## config.mk

```make
export PLATFORM = sky130hd
export DESIGN_NAME = reg_bank
export DESIGN_NICKNAME = d
export VERILOG_FILES = /design/src/rtl/reg_bank.sv
export SDC_FILE = /design/constraint.sdc
export NUM_CORES = 1
export LEC_CHECK = 0
export BUFFER_PORTS_ARGS = -buffer_cell sky130_fd_sc_hd__buf_2
export CAP_MARGIN = 15
export CELL_PAD_IN_SITES_DETAIL_PLACEMENT = 1
export CELL_PAD_IN_SITES_GLOBAL_PLACEMENT = 1
export CORE_ASPECT_RATIO = 1.25
export CORE_UTILIZATION = 46
export DETAILED_ROUTE_END_ITERATION = 8
export HOLD_SLACK_MARGIN = 0.03
export PLACE_DENSITY = 0.83
export SLEW_MARGIN = 20
export SYNTH_ARGS = -nofsm -noshare
export SYNTH_HDL_FRONTEND = slang
export SYNTH_SLANG_ARGS = --single-unit
```

## constraint.sdc

```tcl
create_clock -name clk -period 1.6 [get_ports clk]
set_input_delay 0 -clock clk [delete_from_list [all_inputs] [get_ports clk]]
set_output_delay 0 -clock clk [all_outputs]
set_load 0.02 [all_outputs]
```

## src/rtl/reg_bank.sv

```systemverilog
// reg_bank: a bank of NUM_REGS registers, each DWIDTH bits wide, on a simple reg_op/reg_addr/reg_wdata bus.
// Reads, writes and write-one-to-clear operations share the bus.
// Responses (read data, read-valid strobe and address-error strobe) leave a fixed-depth pipeline
// RD_LATENCY cycles after the operation issues.
//
// Optional feature, macro REG_BANK_LOCK_EN:
//   Adds a sticky lock register at address NUM_REGS. While the lock is set, register updates are
//   refused and flagged as errors.
//
// Ports:
//   clk        - clock; all logic uses the rising edge
//   rst_n      - asynchronous active-low reset
//   reg_op     - operation: 0 NOP, 1 RD, 2 WR, 3 W1C
//   reg_addr   - register address, decoded over the full AWIDTH
//   reg_wdata  - write data, or the clear mask for W1C
//   reg_rdata  - read data; holds its last value between reg_rvalid pulses
//   reg_rvalid - one-cycle pulse per RD, RD_LATENCY cycles after issue
//   reg_err    - one-cycle pulse per operation to a bad (or locked) address
module reg_bank #(
  parameter int unsigned      DWIDTH     = 8,
  parameter int unsigned      AWIDTH     = 8,
  parameter int unsigned      NUM_REGS   = 4,
  parameter int unsigned      RD_LATENCY = 1,
  parameter logic [DWIDTH-1:0] RST_VAL   = '0
) (
  input  logic              clk,
  input  logic              rst_n,
  input  logic [1:0]        reg_op,
  input  logic [AWIDTH-1:0] reg_addr,
  input  logic [DWIDTH-1:0] reg_wdata,
  output logic [DWIDTH-1:0] reg_rdata,
  output logic              reg_rvalid,
  output logic              reg_err
);

  localparam logic [1:0]        OP_RD     = 2'd1;
  localparam logic [1:0]        OP_WR     = 2'd2;
  localparam logic [1:0]        OP_W1C    = 2'd3;
  localparam logic [AWIDTH-1:0] LOCK_ADDR = AWIDTH'(NUM_REGS);

  logic [DWIDTH-1:0] regs [NUM_REGS];
  logic [NUM_REGS-1:0] hit_c;
  logic [DWIDTH-1:0] rd_val_c;
  logic [DWIDTH-1:0] new_val_c;
  logic [DWIDTH-1:0] s_data_c;
  logic is_rd_c, is_upd_c, in_range_c, lock_hit_c, locked_c, wr_en_c, err_c;

  logic [RD_LATENCY-1:0]             pipe_vld;
  logic [RD_LATENCY-1:0]             pipe_err;
  logic [RD_LATENCY-1:0][DWIDTH-1:0] pipe_data;

`ifdef REG_BANK_LOCK_EN
  logic lock_q;

  // Sticky lock: set by a WR of bit 0 to LOCK_ADDR, cleared only by reset.
  always_ff @(posedge clk or negedge rst_n) begin
    if (!rst_n) begin
      lock_q <= 1'b0;
    end else if (reg_op == OP_WR && lock_hit_c && reg_wdata[0]) begin
      lock_q <= 1'b1;
    end
  end

  assign lock_hit_c = (reg_addr == LOCK_ADDR);
  assign locked_c   = lock_q;
`else
  assign lock_hit_c = 1'b0;
  assign locked_c   = 1'b0;
`endif

  // One-hot address decode over the full address width, so there is no aliasing.
  for (genvar g = 0; g < NUM_REGS; g++) begin : g_hit
    assign hit_c[g] = (reg_addr == AWIDTH'(g));
  end

  // Op decode, read mux, and the response word entering the pipeline.
  always_comb begin
    is_rd_c    = (reg_op == OP_RD);
    is_upd_c   = (reg_op == OP_WR) || (reg_op == OP_W1C);
    in_range_c = (reg_addr < LOCK_ADDR);
    rd_val_c   = '0;
    for (int unsigned i = 0; i < NUM_REGS; i++) begin
      rd_val_c = rd_val_c | ({DWIDTH{hit_c[i]}} & regs[i]);
    end
    new_val_c = (reg_op == OP_WR) ? reg_wdata : (rd_val_c & ~reg_wdata);
    wr_en_c   = is_upd_c && in_range_c && !locked_c;
    // LOCK_ADDR is never an error; in-range updates error only while locked.
    err_c = (is_rd_c && !in_range_c && !lock_hit_c) ||
            (is_upd_c && ((!in_range_c && !lock_hit_c) || (in_range_c && locked_c)));
    if (in_range_c) begin
      s_data_c = rd_val_c;
    end else if (lock_hit_c) begin
      s_data_c = DWIDTH'(locked_c);
    end else begin
      s_data_c = '0;
    end
  end

  // Register array: WR overwrites, W1C clears the masked bits.
  always_ff @(posedge clk or negedge rst_n) begin
    if (!rst_n) begin
      for (int unsigned i = 0; i < NUM_REGS; i++) begin
        regs[i] <= RST_VAL;
      end
    end else if (wr_en_c) begin
      for (int unsigned i = 0; i < NUM_REGS; i++) begin
        if (hit_c[i]) begin
          regs[i] <= new_val_c;
        end
      end
    end
  end

  // Response pipeline. A data stage loads only when a valid read enters it, so the last stage
  // doubles as the held reg_rdata value.
  always_ff @(posedge clk or negedge rst_n) begin
    if (!rst_n) begin
      pipe_vld  <= '0;
      pipe_err  <= '0;
      pipe_data <= '0;
    end else begin
      pipe_vld <= (pipe_vld << 1) | RD_LATENCY'(is_rd_c);
      pipe_err <= (pipe_err << 1) | RD_LATENCY'(err_c);
      if (is_rd_c) begin
        pipe_data[0] <= s_data_c;
      end
      for (int unsigned i = 1; i < RD_LATENCY; i++) begin
        if (pipe_vld[i-1]) begin
          pipe_data[i] <= pipe_data[i-1];
        end
      end
    end
  end

  assign reg_rvalid = pipe_vld[RD_LATENCY-1];
  assign reg_err    = pipe_err[RD_LATENCY-1];
  assign reg_rdata  = pipe_data[RD_LATENCY-1];

endmodule
```

==> out/qor_table.md, run 1 <==
| Stage | Result | This run |
|:---|:---|:---|
| floorplanning | Floorplan row count | 26 |
| clock tree | Master cell of the clock root buffer | clkbuf_8 |
| floorplanning | Count of boundary I/O pins | 30 |
| synth | Post-synthesis cell count | 138 |
| global routing | Met2 usage in global routing | 43.3% |
| routing | DRC violation count after routing | 0 |
| floorplanning | Die height | 75.5 um |
| final layout | Most frequent cells in the layout | dfrtp_1, mux2_2, buf_2 |
| setup path | Worst Setup Start Kind | flip-flop |
| synth | Net count after synthesis | 158 |
| synth | Synth warn | 0 |
| clock tree | Worst skew pair latency | 0.30 ns |
| routing | Post-DR vias/cell | 5.61 |
| worst hold path | Hold Path Origin | reg_op[1] |
| global routing | Met3 track utilization from global routing | 4.41% |
| synth | Largest area contributor in the netlist | dfrtp_1 |
| place | Buffers on Ports | 29 |
| status | Run status | finished clean |
| timing | Total Neg Setup Slack | 0 ns |
| setup path | Worst-case register-to-register setup slack | 0.08 ns |
| flow run | Max cap viols | 0 |
| clock tree | CTS Buf Count | 5 |
| setup path | Endpoint kind of the worst setup timing path | flip-flop |
| timing | Worst setup slack after layout | 0.0762 ns |
| global routing | Global-route wire length before repair | 7690 um |
| timing | Highest Clock Rate | 0.656 GHz |
| setup path | CP Cell Sequence | mux4_2 -> nand4_1 -> o21ai_1 -> mux2_2 |
| power and ir drop | Total power | 0.00196 W |
| clock tree | H-Tree Depth | 2 |
| floorplanning | Core Footprint | 0.00413 sq mm |
| synth | Leading post-synthesis cells by cell area | dfrtp_1, mux2_2, mux4_2 |
| setup path | Cell count of the worst reg-to-reg path | 4 |
| final layout | Final #Nets | 196 |
| final layout | Layout overhead on the synthesized area | 17.4% |
| routing | Wire length reported by the detailed router | 4830 um |
| place | Post-Place Setup Slack | -0.0513 ns |
| final layout | Share of post-route cells with drive strength above 1 | 52.0% |
| timing | Setup Viol. Count Final | 0 |
| synth | Async set-or-reset flop fraction in the synthesized netlist | 100% |
| global routing | Final global-route overflow total | 0 |
| setup path | Crit path buf inv count | 0 |
| synth | EDFF count, synth | 0 |
| global routing | Number of global-route vias before repair | 1463 |
| synth | Predominant post-synthesis flop cell | dfrtp_1 |
| synth | Share of Yosys cell area claimed by the top area cell type | 52.9% |
| timing | Slew headroom | 72.5% |
| final layout | Core utilization of the finished layout | 56.5% |
| place | Placed wire-length estimate after detailed placement | 3390 um |
| setup path | Endpoint of the worst register-to-register path | regs[20] |
| routing | Final antenna-violating net count | 0 |
| floorplanning | Die X-Extent | 60.8 um |
| final layout | Leading cell type in the layout, fill and taps excluded | dfrtp_1 |
| global routing | GRT Max-Usage Layer | met2 |
| floorplanning | Die ar. | 0.00459 sq mm |
| routing | Total iterations of the first detailed-routing run | 4 |
| floorplanning | Initial standard-cell utilization of the core | 48.1% |
| power and ir drop | Leakage power of the design | 1.18 nW |
| timing | Tightest hold margin | 0.0544 ns |
| synth | Per-instance average area after synthesis | 14.4 sq um |
| routing | Number of design-rule violations left by the first detailed-router iteration | 51 |
| synth | Portion of the post-synthesis area used by sequential elements | 52.9% |
| global routing | Pin count of the biggest net entering global routing | 43 |
| routing | WL per Instance | 20.7 um |
| global routing | Initial antenna violation count | 0 |
| timing | Tmin final | 1.52 ns |
| worst hold path | Hold Path Class | input port to flip-flop |
| timing | Final Hold Violating Endpoints | 0 |
| place | Final weighted congestion in routability-driven placement | 0.738 |
| synth | Post-synthesis instance area | 0.00199 sq mm |
| global routing | GRT Util Overall | 24.5% |
| setup path | Data arrival time of the critical path | 1.71 ns |
| setup path | Kind of critical path | flip-flop to flip-flop |
| setup path | Slowest stage cell, crit path | mux4_2 |
| routing | Total vias in the final route | 1308 |
| setup path | Worst path top cell family by delay | multiplexers |
| clock tree | CTS Buffer Depth | 2 |
| synth | Flop and latch count out of synthesis | 42 |
| global routing | GRT met1 Usage | 28.7% |
| worst hold path | Endpoint with the worst hold slack | reg_err |
| timing | Transition at the pin with the smallest max-transition slack | 0.412 ns |
| synth | Post-synthesis cell type count | 24 |
| timing | Final number of max-transition violations | 0 |
| clock tree | Clock-pin slew on the worst setup and hold paths | 0.08 ns |
| setup path | Maximum cell stage delay along the critical path | 0.50 ns |
| worst hold path | Hold Path Stages | 3 |
| timing | Setup repair after global routing missed its margin | false |
| timing | Fraction of the cycle the final worst path needs | 95.2% |
| setup path | Critical path data required time | 1.78 ns |
| setup path | Max FO, Critical Path | 4 |
| clock tree | Count of clock tree sinks | 42 |
| clock tree | Clock tree from TritonCTS | yes |
| setup path | Reg-to-reg startpoint | regs[12] |
| power and ir drop | Pwr Density | 841 mW/mm^2 |
| power and ir drop | Maximum vdd drop | 0.437 mV |
| timing | Largest clock skew in the final design | 0.00392 ns |
| final layout | # diodes | 0 |
## tightest hold or removal path, delay by kind of cell
family,cells,cell delay (ns)
buffers and inverters,1,0.17
and+or+nand+nor,2,0.15
## power by group
part	switching [W]	total, W	leakage [nW]	internal, W
registers	0.00000697	0.00108	0.581	0.00108
logic	0.0000996	0.000167	0.553	0.0000674
clock network	0.000365	0.000713	0.0482	0.000348
## final cells by class
cell class              count  area (sq um)
flip-flops and latches     42          1050
multi-input cells          86           872
inverters                   1          3.75
clock buffers               7          86.3
fillers                   427          1800
repair buffers             40           245
clock inverters             1          5.00
well taps                  56          70.1
## cell families after synthesis
family / count (synthesis) / share of synthesized area, %
AOI/OAI and AO/OA: 16 / 5.54
buffers and inverters: 10 / 3.46
muxes: 40 / 27.2
DFF: 42 / 52.9
and+or+nand+nor: 30 / 11.0
## layer usage
layer / wire length, um / up-vias
met3: 139 / 11
li1: - / 597
met1: 1950 / 672
met2: 2640 / 28
met4: 108 / 0
met5: 0 / -
## repair_timing
| item | 4_1_cts | 5_1_grt |
|---|---|---|
| setup endpoints to repair | 5 | 27 |
| endpoints found under the hold margin | 44 | 0 |
| gates cloned | 0 | 0 |
| gates resized for setup | 2 | 7 |
| hold buffers | 2 | 0 |
| setup buffers | 0 | 0 |
## cells in the mapped netlist (2+ instances only)
cell / count
nand2b_1: 2
nand2_1: 8
buf_1: 2
buf_6: 3
mux2_2: 32
dfrtp_1: 42
mux4_2: 8
nor2_1: 3
nand4b_4: 2
o21ai_0: 8
a22o_1: 8
nand4_1: 8
## state kept, by name, summed over array words and instances (netlist names)
register    flops
reg_err         1
reg_rdata       8
reg_rvalid      1
regs           32
## worst max path at each step
stage / start / endpoint / slack [ns] / cells after the start
global route: regs[0] / regs[24] / 0.01 / 4
detailed placement: reg_addr[0] / regs[15] / -0.05 / 5
CTS: regs[1] / regs[17] / 0.02 / 4
finish: regs[12] / regs[20] / 0.08 / 4
floorplan: reg_addr[3] / regs[0] / 0.10 / 6
global placement: reg_addr[0] / regs[1] / 0.06 / 5
## per-stage QoR
step,std cells,area [sq um]
after detailed placement,223,2220
final,233,2330
after global placement,223,2220
after global routing,233,2330
after floorplan,138,1990
after CTS,233,2330
(Power assumes the default switching activity.)
==> inputs of run 2 (changes only) <==
--- a/config.mk
+++ b/config.mk
@@ -14,6 +14,7 @@
 export DETAILED_ROUTE_END_ITERATION = 8
 export HOLD_SLACK_MARGIN = 0.03
 export PLACE_DENSITY = 0.83
+export REMOVE_ABC_BUFFERS = 1
 export SLEW_MARGIN = 20
 export SYNTH_ARGS = -nofsm -noshare
 export SYNTH_HDL_FRONTEND = slang
==> run 2 against run 1 <==
Against the previous run: register-to-register slack worse by 0.02 ns; non-clock buffer count up 1; sequential share of layout area down 1.2 points; count of clock-buffer cells in the layout down 2; hold slack worse by 0.0060 ns; design area up 2.8%; power up 15%; wire length up 2.9%; combinational power about the same; largest cell class unchanged.
==> out/qor_table.md, run 2 (synthesis results as in run 1) <==
| Stage | Result | This run | vs previous |
|:---|:---|:---|:---|
| place | Placed wire-length estimate after detailed placement | 3600 um | +6.3% |
| routing | Number of design-rule violations left by the first detailed-router iteration | 31 | -39% |
| setup path | Endpoint kind of the worst setup timing path | flip-flop |  |
| routing | Total iterations of the first detailed-routing run | 4 | unchanged |
| setup path | Slowest stage cell, crit path | mux4_2 |  |
| timing | Highest Clock Rate | 0.646 GHz | -1.5% |
| clock tree | Clock-pin slew on the worst setup and hold paths | 0.09 ns | about the same |
| global routing | Global-route wire length before repair | 8040 um | +4.6% |
| clock tree | Count of clock tree sinks | 42 | unchanged |
| flow run | Max cap viols | 0 | unchanged |
| timing | Tmin final | 1.55 ns | +0.0233 ns |
| timing | Largest clock skew in the final design | 0.00903 ns | +0.00510 ns |
| final layout | Final #Nets | 197 | +0.51% |
| clock tree | Clock tree from TritonCTS | yes |  |
| floorplanning | Die X-Extent | 60.8 um | unchanged |
| floorplanning | Initial standard-cell utilization of the core | 48.1% | unchanged |
| timing | Tightest hold margin | 0.0484 ns | -0.00598 ns |
| power and ir drop | Leakage power of the design | 1.21 nW | +2.6% |
| final layout | # diodes | 0 | unchanged |
| floorplanning | Floorplan row count | 26 | unchanged |
| power and ir drop | Total power | 0.00226 W | +15% |
| setup path | Worst path top cell family by delay | multiplexers |  |
| setup path | Maximum cell stage delay along the critical path | 0.50 ns | about the same |
| timing | Setup Viol. Count Final | 0 | unchanged |
| global routing | GRT Util Overall | 25.7% | +1.2 points |
| routing | Wire length reported by the detailed router | 4970 um | +2.9% |
| clock tree | H-Tree Depth | 2 | unchanged |
| final layout | Most frequent cells in the layout | dfrtp_1, mux2_2, buf_2 |  |
| clock tree | Worst skew pair latency | 0.30 ns | about the same |
| final layout | Layout overhead on the synthesized area | 20.7% |  |
| floorplanning | Count of boundary I/O pins | 30 | unchanged |
| setup path | Critical path data required time | 1.79 ns | about the same |
| final layout | Share of post-route cells with drive strength above 1 | 52.8% | +0.83 points |
| power and ir drop | Maximum vdd drop | 0.661 mV | +51% |
| routing | Final antenna-violating net count | 0 | unchanged |
| final layout | Register name with the most flops | regs |  |
| clock tree | CTS Buf Count | 5 | unchanged |
| floorplanning | Die height | 75.5 um | unchanged |
| place | Buffers on Ports | 29 | unchanged |
| setup path | CP Cell Sequence | mux4_2 -> nand4_1 -> o21ai_1 -> mux2_2 |  |
| place | Final weighted congestion in routability-driven placement | 0.736 | -0.27% |
| routing | DRC violation count after routing | 0 | unchanged |
| timing | Slew headroom | 44.5% | -28 points |
| global routing | Pin count of the biggest net entering global routing | 23 | -47% |
| routing | WL per Instance | 21.3 um | +2.5% |
| global routing | Final global-route overflow total | 0 | unchanged |
| setup path | Data arrival time of the critical path | 1.74 ns | +0.03 ns |
| timing | Final number of max-transition violations | 0 | unchanged |
| timing | Total Neg Setup Slack | 0 ns | unchanged |
| global routing | Number of global-route vias before repair | 1547 | +5.7% |
| setup path | Worst Setup Start Kind | flip-flop |  |
| timing | Setup repair after global routing missed its margin | false |  |
| worst hold path | Hold Path Class | input port to flip-flop |  |
| floorplanning | Core Footprint | 0.00413 sq mm | unchanged |
| clock tree | CTS Buffer Depth | 2 | unchanged |
| timing | Transition at the pin with the smallest max-transition slack | 0.831 ns | +0.419 ns |
| routing | Post-DR vias/cell | 5.77 | +2.8% |
| final layout | Leading cell type in the layout, fill and taps excluded | dfrtp_1 |  |
| power and ir drop | Pwr Density | 940 mW/mm^2 | +12% |
| status | Run status | finished clean |  |
| global routing | Initial antenna violation count | 0 | unchanged |
| timing | Final Hold Violating Endpoints | 0 | unchanged |
| floorplanning | Die ar. | 0.00459 sq mm | unchanged |
| setup path | Crit path buf inv count | 0 | unchanged |
| routing | Total vias in the final route | 1351 | +3.3% |
| clock tree | Master cell of the clock root buffer | clkbuf_8 |  |
| setup path | Kind of critical path | flip-flop to flip-flop |  |
| final layout | Max reg flops | 32 | unchanged |
| timing | Fraction of the cycle the final worst path needs | 96.7% | +1.5 points |
| setup path | Max FO, Critical Path | 4 | unchanged |
-- run 2: worst reg2reg max path: stages, from the launching register on --
cell and delay, ns:
dfrtp_1 0.41, mux4_2 0.50, nand4_1 0.13, o21ai_1 0.12, mux2_2 0.28
-- run 2: cell type report --
type	count	area, sq um
inverters	1	3.75
multi-input cells	86	872
repair buffers	41	265
fillers	432	1730
clock inverters	3	68.8
clock buffers	5	68.8
well taps	56	70.1
flip-flops and latches	42	1050
-- run 2: final timing paths --
path | start | to | slack [ns] | cells past startpoint
setup / recovery | regs[11] | regs[3] | 0.05 | 4
setup reg to reg | regs[11] | regs[3] | 0.05 | 4
hold / removal | reg_op[1] | reg_err | 0.05 | 3
hold reg to reg | regs[17] | regs[17] | 0.51 | 1
min in group asynchronous | rst_n | reg_err | 0.20 | 2
max in group asynchronous | rst_n | regs[2] | 0.90 | 3
-- run 2: power breakdown --
part           internal, W  switching, W
clock network     0.000625      0.000378
registers          0.00108    0.00000754
logic            0.0000697      0.000101
total              0.00177      0.000486
-- run 2: through the flow --
step / setup WS (ns) / utilization [%] / std cells / instance area, sq um
2_1_floorplan: -0.0373 / - / 129 / 1920
3_3_place_gp: 0.0498 / 54.0 / 223 / 2230
3_5_place_dp: 0.000521 / 54.0 / 223 / 2230
4_1_cts: 0.0113 / 57.8 / 233 / 2390
5_1_grt: 0.00534 / 58.1 / 234 / 2400
6_report: 0.0529 / 58.1 / 234 / 2400
-- run 2: what timing repair did --
action / 4_1_cts / 5_1_grt
endpoints found under the hold margin: 22 / 0
buffers inserted: 0 / 1
resized for setup: 4 / 5
cloned: 0 / 0
setup endpoints to repair: 10 / 21
hold buffers: 2 / 0
-- run 2: routing by layer --
layer  wire length (um)  part of all wire (%)  GRT usage, %
met5                  0                     0             0
met4                108                   2.2          9.60
met3                215                   4.3          5.94
met2               2790                    56          45.8
met1               1870                    37          29.9
==> inputs of run 3 (changes only) <==
--- a/config.mk
+++ b/config.mk
@@ -13,8 +13,8 @@
 export CORE_UTILIZATION = 46
 export DETAILED_ROUTE_END_ITERATION = 8
 export HOLD_SLACK_MARGIN = 0.03
+export MAX_ROUTING_LAYER = met4
 export PLACE_DENSITY = 0.83
-export REMOVE_ABC_BUFFERS = 1
 export SLEW_MARGIN = 20
 export SYNTH_ARGS = -nofsm -noshare
 export SYNTH_HDL_FRONTEND = slang
==> run 3 against run 2 <==
Against the previous run: clock power decreased by 29%; sequential share of layout area increased by 1.2 points; first-iteration DRC count increased by 71%; combinational power about the same; global-route usage decreased by 0.45 points; critical path depth unchanged; power decreased by 13%; sequential cell count unchanged; non-clock buffer count decreased by 1; register-to-register slack improved by 0.03 ns; highest routed layer unchanged.
==> out/qor_table.md, run 3 (synthesis results as in run 1) <==
| Stage | Result | This run | vs previous |
|:---|:---|:---|:---|
| status | Run status | finished clean |  |
| timing | Slew headroom | 72.7% | +28 points |
| setup path | Critical path data required time | 1.78 ns | about the same |
| clock tree | Clock-pin slew on the worst setup and hold paths | 0.08 ns | about the same |
| routing | Final antenna-violating net count | 0 | unchanged |
| clock tree | H-Tree Depth | 2 | unchanged |
| setup path | Cell count of the worst reg-to-reg path | 4 | unchanged |
| routing | WL per Instance | 20.7 um | -2.5% |
| global routing | Number of global-route vias before repair | 1463 | -5.4% |
| setup path | Maximum cell stage delay along the critical path | 0.50 ns | about the same |
| timing | Largest clock skew in the final design | 0.00394 ns | -0.00509 ns |
| flow run | Max cap viols | 0 | unchanged |
| routing | Post-DR vias/cell | 5.61 | -2.8% |
| clock tree | CTS Buf Count | 5 | unchanged |
| final layout | Post-route insts no fill | 233 | -0.43% |
| floorplanning | Floorplan row count | 26 | unchanged |
| setup path | Worst-case register-to-register setup slack | 0.08 ns | +0.03 ns |
| clock tree | Master cell of the clock root buffer | clkbuf_8 |  |
| global routing | Pin count of the biggest net entering global routing | 43 | +87% |
| place | Buffers on Ports | 29 | unchanged |
| power and ir drop | Pwr Density | 841 mW/mm^2 | -11% |
| timing | Highest Clock Rate | 0.659 GHz | +1.9% |
| place | Final weighted congestion in routability-driven placement | 0.747 | +1.5% |
| place | Placed wire-length estimate after detailed placement | 3390 um | -5.9% |
| floorplanning | Count of boundary I/O pins | 30 | unchanged |
| final layout | Most frequent cells in the layout | dfrtp_1, mux2_2, buf_2 |  |
| power and ir drop | Total power | 0.00196 W | -13% |
| clock tree | Clock tree from TritonCTS | yes |  |
| final layout | Share of post-route cells with drive strength above 1 | 52.0% | -0.83 points |
| timing | Setup repair after global routing missed its margin | false |  |
| global routing | GRT Util Overall | 25.3% | -0.45 points |
| routing | Total vias in the final route | 1308 | -3.2% |
| timing | Tmin final | 1.52 ns | -0.0289 ns |
| final layout | Layout overhead on the synthesized area | 17.4% |  |
| clock tree | Post-CTS Setup Inserts | 0 | unchanged |
| setup path | Worst Setup Start Kind | flip-flop |  |
| power and ir drop | Maximum vdd drop | 0.436 mV | -34% |
| power and ir drop | Leakage power of the design | 1.18 nW | -2.5% |
| final layout | Max reg flops | 32 | unchanged |
| final layout | Register name with the most flops | regs |  |
| global routing | Final global-route overflow total | 0 | unchanged |
| clock tree | Worst skew pair latency | 0.30 ns | about the same |
| floorplanning | Core Footprint | 0.00413 sq mm | unchanged |
| worst hold path | Hold Path Origin | reg_op[1] |  |
| worst hold path | Hold Path Class | input port to flip-flop |  |
| routing | Number of design-rule violations left by the first detailed-router iteration | 53 | +71% |
| routing | Wire length reported by the detailed router | 4830 um | -3.0% |
| place | Placed instance count | 223 | unchanged |
| timing | Final number of max-transition violations | 0 | unchanged |
| worst hold path | Endpoint with the worst hold slack | reg_err |  |
| worst hold path | Hold Path Stages | 3 | unchanged |
| global routing | Initial antenna violation count | 0 | unchanged |
| setup path | Max FO, Critical Path | 4 | unchanged |
| setup path | Reg-to-reg startpoint | regs[12] |  |
| routing | DRC violation count after routing | 0 | unchanged |
| setup path | Kind of critical path | flip-flop to flip-flop |  |
| global routing | Global-route wire length before repair | 7690 um | -4.3% |
| setup path | Data arrival time of the critical path | 1.70 ns | -0.04 ns |
| floorplanning | Initial standard-cell utilization of the core | 48.1% | unchanged |
| timing | Fraction of the cycle the final worst path needs | 94.9% | -1.8 points |
| floorplanning | Die height | 75.5 um | unchanged |
| final layout | Leading cell type in the layout, fill and taps excluded | dfrtp_1 |  |
| routing | Total iterations of the first detailed-routing run | 4 | unchanged |
| setup path | Endpoint kind of the worst setup timing path | flip-flop |  |
| floorplanning | Die X-Extent | 60.8 um | unchanged |
| clock tree | CTS Buffer Depth | 2 | unchanged |
| final layout | Final #Nets | 196 | -0.51% |
| timing | Final Hold Violating Endpoints | 0 | unchanged |
| setup path | Slowest stage cell, crit path | mux4_2 |  |
| timing | Transition at the pin with the smallest max-transition slack | 0.410 ns | -0.421 ns |
| setup path | Endpoint of the worst register-to-register path | regs[20] |  |
| setup path | CP Cell Sequence | mux4_2 -> nand4_1 -> o21ai_1 -> mux2_2 |  |
| final layout | # diodes | 0 | unchanged |
| clock tree | Count of clock tree sinks | 42 | unchanged |
| floorplanning | Die ar. | 0.00459 sq mm | unchanged |
| timing | Setup Viol. Count Final | 0 | unchanged |
==> run 3: changes by cell type in the layout (fill, tap and decap cells not counted), sizes merged <==
cell,before,now
buf,39,38
bufinv,2,0
clkbuf,5,7
==> run 3: layer usage <==
metal | global-route usage, % | vias up | part of all wire, % | wire length [um]
met3 | 4.41 | 11 | 2.9 | 139
met4 | 11.1 | 0 | 2.3 | 109
met1 | 28.7 | 673 | 40 | 1950
li1 | - | 596 | - | -
met5 | - | - | 0 | 0
met2 | 43.3 | 28 | 55 | 2630
==> run 3: worst max-delay path by stage <==
stage	from	end	slack [ns]	cells after the start
after floorplan	reg_addr[3]	regs[0]	0.10	6
after global placement	reg_addr[0]	regs[1]	0.06	5
after detailed placement	reg_addr[0]	regs[15]	-0.05	5
after CTS	regs[1]	regs[17]	0.02	4
after global routing	regs[0]	regs[24]	0.01	4
final	regs[12]	regs[20]	0.08	4
==> run 3: power breakdown <==
group | internal, W | leakage (nW) | total (W) | switching [W]
Combinational | 0.0000674 | 0.553 | 0.000167 | 0.0000994
Clock | 0.000348 | 0.0482 | 0.000713 | 0.000365
Sequential | 0.00108 | 0.581 | 0.00108 | 0.00000696
==> run 3: final cells by class <==
class	instances	area [sq um]
tap	56	70.1
clock buffer	7	86.3
fill	427	1800
timing repair buffer	40	245
inverter	1	3.75
clock inverter	1	5.00
multi-input combinational	86	872
sequential	42	1050
==> run 3: worst max-delay path, delay by kind of cell, from the launching register on <==
family           cells  cell delay, ns
AO/OA/AOI/OAI        1            0.12
flip-flops           1            0.39
multiplexers         2            0.79
AND/OR/NAND/NOR      1            0.11
==> run 3: what timing repair did <==
action,CTS,global route
hold buffers,2,0
pin swaps,0,0
endpoints found under the setup margin,5,27
gates resized for setup,2,7
endpoints found under the hold margin,44,0
==> run 3: metrics by stage <==
step	utilization, %	setup slack, ns	cell area, sq um	hold WS [ns]	setup TNS, ns
after floorplan	-	0.104	1990	-0.296	0
after global placement	53.7	0.0584	2220	-0.0180	0
after detailed placement	53.7	-0.0513	2220	-0.00719	-0.233
after CTS	56.4	0.0166	2330	0.0494	0
after global routing	56.5	0.0112	2330	0.0783	0
final	56.5	0.0818	2330	0.0550	0
